==> src/rtl/dram_frame_write_scheduler.sv <==
// Drains the camera gearbox FIFO into a ring of DRAM frame buffers, one 512-bit beat per issue.
// Each issue is followed by a guard window before the next one. Completed frames are reported with their slot index.
module dram_frame_write_scheduler #(
    parameter int                         DRAM_ADDR_WIDTH = 39,
    parameter logic [DRAM_ADDR_WIDTH-1:0] DRAM_ADDR_BASE  = 39'h400000000,
    parameter int                         DRAM_DATA_WIDTH = 512,
    parameter int                         NUM_SLOTS       = 4,
    parameter logic [DRAM_ADDR_WIDTH-1:0] SLOT_STRIDE     = 39'h001000000,
    parameter int                         GUARD_CYCLES    = 16
) (
    input  logic                         m_axi_aclk,
    input  logic                         reset,
    input  logic                         enable,
    input  logic [23:0]                  frame_beats,
    input  logic                         fifo_empty,
    input  logic                         dram_write_busy,
    output logic                         dram_write_en,
    output logic [DRAM_ADDR_WIDTH-1:0]   dram_write_addr,
    output logic [7:0]                   dram_write_len,
    output logic                         frame_done,
    output logic [$clog2(NUM_SLOTS)-1:0] frame_slot,
    output logic [15:0]                  frame_count,
    output logic                         active,
    output logic [1:0]                   dbg_state
);

    localparam int SLOT_W     = $clog2(NUM_SLOTS);
    localparam int BEAT_BYTES = DRAM_DATA_WIDTH / 8;
    localparam int GCNT_W     = $clog2(GUARD_CYCLES) + 1;
    localparam logic [GCNT_W-1:0] GUARD_LAST = GCNT_W'(GUARD_CYCLES - 1);

    typedef enum logic [1:0] {
        S_IDLE  = 2'd0,
        S_ISSUE = 2'd1,
        S_GUARD = 2'd2,
        S_DONE  = 2'd3
    } state_t;

    state_t                       r_state;
    logic [SLOT_W-1:0]            r_slot;
    logic [23:0]                  r_beat_idx;
    logic [23:0]                  r_beats_left;
    logic [GCNT_W-1:0]            r_guard_cnt;
    logic                         r_write_en;
    logic [DRAM_ADDR_WIDTH-1:0]   r_write_addr;
    logic                         r_frame_done;
    logic [SLOT_W-1:0]            r_frame_slot;
    logic [15:0]                  r_frame_count;
    logic                         r_active;

    logic [DRAM_ADDR_WIDTH-1:0]   w_slot_off;
    logic [DRAM_ADDR_WIDTH-1:0]   w_beat_off;
    logic [DRAM_ADDR_WIDTH-1:0]   w_cur_addr;
    logic                         w_fire;
    logic                         w_guard_ok;

    // Address arithmetic wraps naturally at the address width.
    assign w_slot_off = DRAM_ADDR_WIDTH'(r_slot) * SLOT_STRIDE;
    assign w_beat_off = DRAM_ADDR_WIDTH'(r_beat_idx) * DRAM_ADDR_WIDTH'(BEAT_BYTES);
    assign w_cur_addr = DRAM_ADDR_BASE + w_slot_off + w_beat_off;

    // Handshake: a beat is issued only in a cycle where the FIFO has data and the engine is
    // not busy; dram_write_en is then a single-cycle strobe that doubles as the FIFO read enable.
    assign w_fire     = !fifo_empty && !dram_write_busy;
    assign w_guard_ok = (r_guard_cnt >= GUARD_LAST) && !dram_write_busy;

    always_ff @(posedge m_axi_aclk or posedge reset) begin
        if (reset) begin
            r_state       <= S_IDLE;
            r_slot        <= '0;
            r_beat_idx    <= '0;
            r_beats_left  <= '0;
            r_guard_cnt   <= '0;
            r_write_en    <= 1'b0;
            r_write_addr  <= DRAM_ADDR_BASE;
            r_frame_done  <= 1'b0;
            r_frame_slot  <= '0;
            r_frame_count <= '0;
            r_active      <= 1'b0;
        end else begin
            r_write_en   <= 1'b0;
            r_frame_done <= 1'b0;
            case (r_state)
                S_IDLE: begin
                    if (enable && !fifo_empty && (frame_beats != 24'd0)) begin
                        r_beats_left <= frame_beats;
                        r_beat_idx   <= '0;
                        r_state      <= S_ISSUE;
                        r_active     <= 1'b1;
                    end
                end
                S_ISSUE: begin
                    if (w_fire) begin
                        r_write_en   <= 1'b1;
                        r_write_addr <= w_cur_addr;
                        r_guard_cnt  <= GCNT_W'(1);
                        r_state      <= S_GUARD;
                    end
                end
                S_GUARD: begin
                    if (w_guard_ok) begin
                        r_beats_left <= r_beats_left - 24'd1;
                        r_beat_idx   <= r_beat_idx + 24'd1;
                        if (r_beats_left == 24'd1) begin
                            r_state       <= S_DONE;
                            r_frame_done  <= 1'b1;
                            r_frame_slot  <= r_slot;
                            r_frame_count <= r_frame_count + 16'd1;
                        end else begin
                            r_state <= S_ISSUE;
                        end
                    end else if (r_guard_cnt < GUARD_LAST) begin
                        r_guard_cnt <= r_guard_cnt + GCNT_W'(1);
                    end
                end
                S_DONE: begin
                    if (r_slot == SLOT_W'(NUM_SLOTS - 1)) begin
                        r_slot <= '0;
                    end else begin
                        r_slot <= r_slot + SLOT_W'(1);
                    end
                    r_state  <= S_IDLE;
                    r_active <= 1'b0;
                end
                default: begin
                    r_state  <= S_IDLE;
                    r_active <= 1'b0;
                end
            endcase
        end
    end

    assign dram_write_en   = r_write_en;
    assign dram_write_addr = r_write_addr;
    assign dram_write_len  = 8'h00;
    assign frame_done      = r_frame_done;
    assign frame_slot      = r_frame_slot;
    assign frame_count     = r_frame_count;
    assign active          = r_active;
    assign dbg_state       = r_state;

endmodule

==> config.mk <==
export PLATFORM = sky130hd
export DESIGN_NAME = dram_frame_write_scheduler
export DESIGN_NICKNAME = d
export VERILOG_FILES = /design/src/rtl/dram_frame_write_scheduler.sv
export SDC_FILE = /design/constraint.sdc
export NUM_CORES = 1
export LEC_CHECK = 0
export BUFFER_PORTS_ARGS = -buffer_cell sky130_fd_sc_hd__buf_2
export CORE_UTILIZATION = 25
export DETAILED_ROUTE_END_ITERATION = 8
export GPL_TIMING_DRIVEN = 0
export PLACE_DENSITY = 0.4
export SLEW_MARGIN = 20
export SYNTH_ARGS = -nofsm -noshare
export SYNTH_HDL_FRONTEND = slang
export SYNTH_SLANG_ARGS = --single-unit
export TNS_END_PERCENT = 50
==> constraint.sdc <==
create_clock -name m_axi_aclk -period 2.8 [get_ports m_axi_aclk]
set_input_delay 0.14 -clock m_axi_aclk [delete_from_list [all_inputs] [get_ports m_axi_aclk]]
set_output_delay 0.14 -clock m_axi_aclk [all_outputs]
set_load 0.01 [all_outputs]
==> results of run 1 <==
cell type report:
type                    instances  area, um^2  share of cell area [%]
multi-input cells             489        3020                    42.2
flip-flops and latches        103        2580                    36.1
repair buffers                 82         465                    6.51
well taps                     313         392                    5.48
plain buffers                  58         340                    4.76
clock buffers                   9         225                    3.15
inverters                      18        71.3                   0.997
clock inverters                 7        57.6                   0.805
power by group through the flow:
stage               logic (W)  registers [W]  clock network (W)
finish                0.00231        0.00208            0.00126
global route          0.00252        0.00212            0.00136
detailed placement    0.00222        0.00211                  0
floorplan             0.00137        0.00206                  0
CTS                   0.00227        0.00208            0.00129
global placement      0.00218        0.00210                  0
state kept, by name (all words and copies together), names as in the netlist, 2 cells and up:
signal	count
r_guard_cnt	5
frame_slot	2
r_beat_idx	24
r_beats_left	24
dram_write_addr	25
frame_count	16
dbg_state	2
r_slot	2
routing by layer:
layer,global-route usage [%],vias up
li1,-,2581
met1,22.7,2654
met2,25.3,148
met3,2.37,34
met4,8.03,2
met5,0,-
worst max path at each step:
stage / startpoint / to / slack (ps) / cells after the start
2_1_floorplan: dbg_state[0] / r_beat_idx[10] / 540 / 8
3_3_place_gp: dbg_state[0] / r_beat_idx[10] / -540 / 8
3_5_place_dp: dbg_state[0] / r_beat_idx[10] / -540 / 8
4_1_cts: dbg_state[0] / r_beats_left[13] / 10 / 9
5_1_grt: dbg_state[0] / r_beat_idx[20] / 9 / 7
6_report: dbg_state[1] / r_beat_idx[16] / 110 / 9
per-stage QoR:
stage / hold WS, ps / TNS (ps) / utilization [%]
after floorplan: 273 / 0 / -
after global placement: 425 / -9470 / 29.5
after detailed placement: 159 / -9570 / 29.8
after CTS: 46.3 / 0 / 31.2
after global routing: 79.4 / 0 / 31.3
final: 55.4 / 0 / 31.3
kinds of logic (layout without fill, tap and decap cells):
kind of cell,Yosys count,in the layout
compound gates,152,152
flops,103,103
buf+inv,77,174
other cells,2,22
fa+ha+maj,14,14
mux,9,9
simple gates,273,273
xor+xnor,19,19
worst register-to-register path, delay by kind of cell (launching register included):
family                     cells  cell delay, ps
adders and majority gates      1             290
DFF                            1             450
AOI/OAI and AO/OA              3             810
buffers and inverters          4             820
and+or+nand+nor                1             180
cell usage after synthesis, types with 7 or more instances:
master,count,area (um^2)
inv_1,16,60.1
nand3_1,23,115
nor4_1,10,62.6
nand2b_1,7,43.8
buf_4,23,173
a21oi_1,29,145
clkbuf_1,30,113
xnor2_1,13,114
o31ai_1,11,82.6
nand2_1,101,379
dfrtp_1,103,2580
and3_1,17,106
a22o_1,8,70.1
a211oi_1,9,67.6
nor3_1,26,130
ha_1,13,163
a31oi_1,11,68.8
o21ai_0,32,160
nor2_1,32,120
nand4_1,20,125
timing repair:
| item | 4_1_cts | 5_1_grt |
|---|---|---|
| pin swaps | 1 | 0 |
| gates resized for setup | 5 | 17 |
| hold endpoints to repair | 11 | 0 |
| endpoints found under the setup margin | 35 | 36 |
| buffers inserted | 2 | 0 |
| hold buffers | 1 | 0 |
==> reports/qor.yml, run 1 <==
synth:
  syn_area_per_cell_um2: 9.06
  yosys_warnings: 0
  ys_ff_latch: 103
  synth_fa_ha_area_share_pct: 3.11
  synth_compound_area_share_pct: 17.8
  seq_area_frac_synth_pct: 43.8
  syn_inst: 649
  async_reset_ff_share_pct: 100
  ys_types: 69
  ys.flop_type: "dfrtp_1"
  yosys.area_share.simple_pct: 23.9
  synthXorXnorAreaFrac_pct: 2.83
  netlist_area_um2: 5880
  synth.mux.area_fraction_pct: 1.64
  synth-edff-count: 0
  synth_top_family_by_area: "simple AND/OR/NAND/NOR gates"
worst_setup_path:
  reg2reg_slack_ps: 110
  worstPathMaxFanout: 10
  worstSetupStartpointType: "flop"
  reg2regPathDepth: 9
  path_cells: "inv_1, ha_1, and3_1, clkbuf_1, a211o_1, clkbuf_4, buf_2, o31ai_1, o41ai_1"
  reg2reg_from: "dbg_state[1]"
  slowest_delay_ps: 450
  crit_family: "buffers and inverters"
  slowest_stage: "dfrtp_1"
  critical_path_required_ps: 3030
  cp.arrival_ps: 2910
  r2r_end: "r_beat_idx[16]"
  critPathKind: "flop to flop"
  endpoint_kind: "flop"
  path_buf_inv: 4
sta:
  period_share_pct: 95.9
  hold_violations: 0
  worst_pin_slew_ps: 804
  slew_headroom_pct: 45.7
  setup_viol: 0
  setup_slack_ps: 113
  rsz0062_at_grt: "false"
  drv_slew: 0
  post-route-min-period_ps: 2690
  clock.fmax_mhz: 372
  skew_ps: 10.0
route:
  wire_per_inst_um: 18.2
  via_per_inst: 5.02
  route.met3.wl_um: 723
  firstDrtPassIters: 5
  drt-initial-drc-count: 371
  wl_met2_um: 8820
  dr_total_vias: 5419
  top_layer: "met5"
  wirelength_um: 19600
  ant_nets: 0
  met1Wirelength_um: 9460
  drc: 0
floorplan:
  die_area_um2: 24100
  die_x_um: 155
  die_y_um: 155
  top_level_ports: 99
  core_um2: 22800
  initial_core_util_pct: 25.7
  num_rows: 55
placement:
  post-place-ws_ps: -538
  portBuffers: 76
  hpwl_um: 14100
  place_inst: 1061
  gp_congestion: 0.838
  placed_area_um2: 6800
min_path:
  min_from: "frame_beats[16]"
  worst_hold_path.num_cells: 3
  worst_hold_path_type: "primary input to flop"
  whs_endpoint: "r_beats_left[16]"
global_route:
  grt_pass1_vias: 5137
  grt_pass1_wl_um: 30400
  grt_use_total_pct: 16.5
  grt_max_degree: 34
  antenna_found_initial: 1
  grt.overflow.total: 0
power:
  peakVddDrop_uv: 291
  p_leak_nw: 3.25
  swShare_pct: 44.5
  p_int_w: 0.00314
  power_frac_seq_pct: 36.8
  p_per_area_nw_per_um2: 790
  p_switching_w: 0.00251
  comb_power_share_pct: 40.9
  total_power_w: 0.00565
  p_clk_share_pct: 22.3
finish:
  syn2layout_area_growth_pct: 21.6
  fillCellCount: 2436
  final_cell_mix: "102 x dfrtp_1, 101 x nand2_1, 79 x buf_2, 32 x o21ai_0, 31 x nor2_1"
  antenna_cells: 0
  drive_gt1_share_pct: 20.1
  nNetsFinal: 804
  stdcell_count: 1079
  final_common_cell: "dfrtp_1"
  design_area_um2: 7150
cts:
  clockBufferDepth: 2
  clk_latency_ps: 360
  cts_buffers: 9
  numClockSinks: 103
  cts.reportedPaths.clkPinSlew_ps: 80
  root_buffer: "clkbuf_16"
  cts_tree: "done"
  cts_max_level: 3
job:
  maxCapViolations: 0
run_status:
  status: "finished, final reports clean"
Note: power is estimated with default switching activity, not from simulation.
==> inputs of run 2 (changes only) <==
Settings changed: BUFFER_PORTS_ARGS -buffer_cell sky130_fd_sc_hd__buf_2 to unset, CORE_MARGIN set to 4, CORE_UTILIZATION 25 to 36, DONT_BUFFER_PORTS set to 1, PLACE_DENSITY 0.4 to 0.49.
==> run 2 against run 1 <==
  * Worst setup slack gained 34 ps
  * Sequential share of layout area grew 1.6 points
  * Routed wire length shrank 7.4%
  * Via count shrank 3.7%
  * Clock-buffer cell count grew 1
  * Hold slack lost 42 ps
  * Fmax grew 1.3%
  * Power shrank 0.82%
  * Design area shrank 4.2%
  * First-iteration DRC count shrank 3.0%
  * Clock power grew 5%
  * Final cell count shrank 15%
  * Largest cell class unchanged
==> reports/qor.yml, run 2 (synthesized netlist as in run 1, its figures left out) <==
sta:
  slew_headroom_pct: 43.5
  hold_violations: 0
  post-route-min-period_ps: 2650
  clock.fmax_mhz: 377
  worst_pin_slew_ps: 840
  skew_ps: 9.74
  period_share_pct: 94.7
  drv_slew: 0
  setup_slack_ps: 147
  setup_viol: 0
  rsz0062_at_grt: "false"
floorplan:
  num_rows: 46
  initial_core_util_pct: 36.9
  die_y_um: 136
  top_level_ports: 99
  die_area_um2: 18400
  die_x_um: 136
  core_um2: 15900
finish:
  largest_reg_flops: 25
  final_cell_mix: "101 x nand2_1, 101 x dfrtp_1, 32 x nor2_1, 32 x o21ai_0, 29 x a21oi_1"
  post-route-util_pct: 43.0
  design_area_um2: 6850
  nNetsFinal: 744
  antenna_cells: 0
  drive_gt1_share_pct: 11.2
  stdcell_count: 922
  syn2layout_area_growth_pct: 16.5
worst_setup_path:
  path_cells: "inv_1, ha_1, and2_1, clkbuf_1, a211oi_4, buf_4, clkbuf_1, nand3_1, a22o_1"
  critical_path_required_ps: 3050
  critPathKind: "flop to flop"
  slowest_stage: "clkbuf_1"
  endpoint_kind: "flop"
  worst_path_most_repeated_cell: "clkbuf_1"
  crit_family: "buffers and inverters"
  crit_start: "dbg_state[0]"
  reg2regPathDepth: 9
  reg2reg_from: "dbg_state[0]"
  cp.arrival_ps: 2900
  slowest_delay_ps: 510
  path_depth: 9
  worstPathMaxFanout: 10
  path_buf_inv: 4
  worstSetupStartpointType: "flop"
power:
  power_frac_seq_pct: 38.1
  p_per_area_nw_per_um2: 818
  p_int_w: 0.00319
  total_power_w: 0.00560
  p_switching_w: 0.00241
  p_leak_nw: 2.96
  p_clk_share_pct: 23.5
  swShare_pct: 43.0
  comb_power_share_pct: 38.4
  peakVddDrop_uv: 493
placement:
  hpwl_um: 13300
  gp_congestion: 0.860
  post-place-ws_ps: -526
  placed_area_um2: 6330
  portBuffers: 0
  place_inst: 889
route:
  firstDrtPassIters: 5
  ant_nets: 0
  wirelength_um: 18200
  wire_per_inst_um: 19.7
  dr_total_vias: 5216
  via_per_inst: 5.66
  drc: 0
  drt-initial-drc-count: 360
min_path:
  worst_hold_path_type: "primary input to flop"
  worst_hold_path.num_cells: 2
  min_from: "frame_beats[13]"
cts:
  numClockSinks: 103
  cts_tree: "done"
  root_buffer: "clkbuf_16"
  clk_latency_ps: 360
  cts_buffers: 9
  cts_max_level: 3
  clockBufferDepth: 2
  cts.reportedPaths.clkPinSlew_ps: 80
global_route:
  grt_pass1_wl_um: 28500
  antenna_found_initial: 0
  grt_pass1_vias: 5070
  grt_max_degree: 35
  grt_use_total_pct: 19.9
  grt.overflow.total: 0
job:
  maxCapViolations: 0
run_status:
  status: "finished, final reports clean"
## run 2: cell types whose count changed in the layout (fill, tap and decap cells not counted), moves of 2 or more
cell / delta
buf_16: +2
buf_2: -75
clkbuf_1: +2
dlygate4sd3_1: +14
## run 2: per-layer routing
| layer | track usage, % | up-vias | wire length [um] |
|---|---|---|---|
| met2 | 30.6 | 195 | 8220 |
| met3 | 3.52 | 21 | 1340 |
| met4 | 7.39 | 0 | 348 |
| met5 | 0 | - | 0 |
| met1 | 28.1 | 2555 | 8250 |
| li1 | - | 2445 | - |
## run 2: final cells by class
class,instances,area (um^2)
multi-input combinational,489,3020
clock buffer,10,239
timing repair buffer,21,260
buffer,59,340
fill,1650,9090
sequential,103,2580
clock inverter,6,68.8
tap,216,270
inverter,18,75.1
## run 2: what timing repair did
action	in CTS	in global routing
setup endpoints to repair	33	44
hold buffers	15	0
hold endpoints to repair	49	0
pin swaps	1	0
gates resized for setup	5	14
setup buffers	2	0
## run 2: metrics by stage
stage / TNS [ps] / hold WS [ps]
after floorplan: 0 / 273
after global placement: -7150 / 278
after detailed placement: -7920 / 20.4
after CTS: 0 / 0.535
after global routing: 0 / 3.96
final: 0 / 13.9
## run 2: worst paths after layout
kind	end	slack [ps]
max	r_beats_left[19]	150
min	r_beats_left[13]	10
max reg2reg	r_beats_left[19]	150
min reg2reg	r_beats_left[19]	530
max in group asynchronous	r_beats_left[8]	1750
min in group asynchronous	frame_count[13]	240
## run 2: power by group through the flow
stage                     Sequential (W)  Combinational [W]  Clock (W)
after floorplan                  0.00206            0.00137          0
after global placement           0.00215            0.00197          0
after detailed placement         0.00216            0.00202          0
after CTS                        0.00213            0.00210    0.00136
after global routing             0.00219            0.00234    0.00142
final                            0.00214            0.00215    0.00132
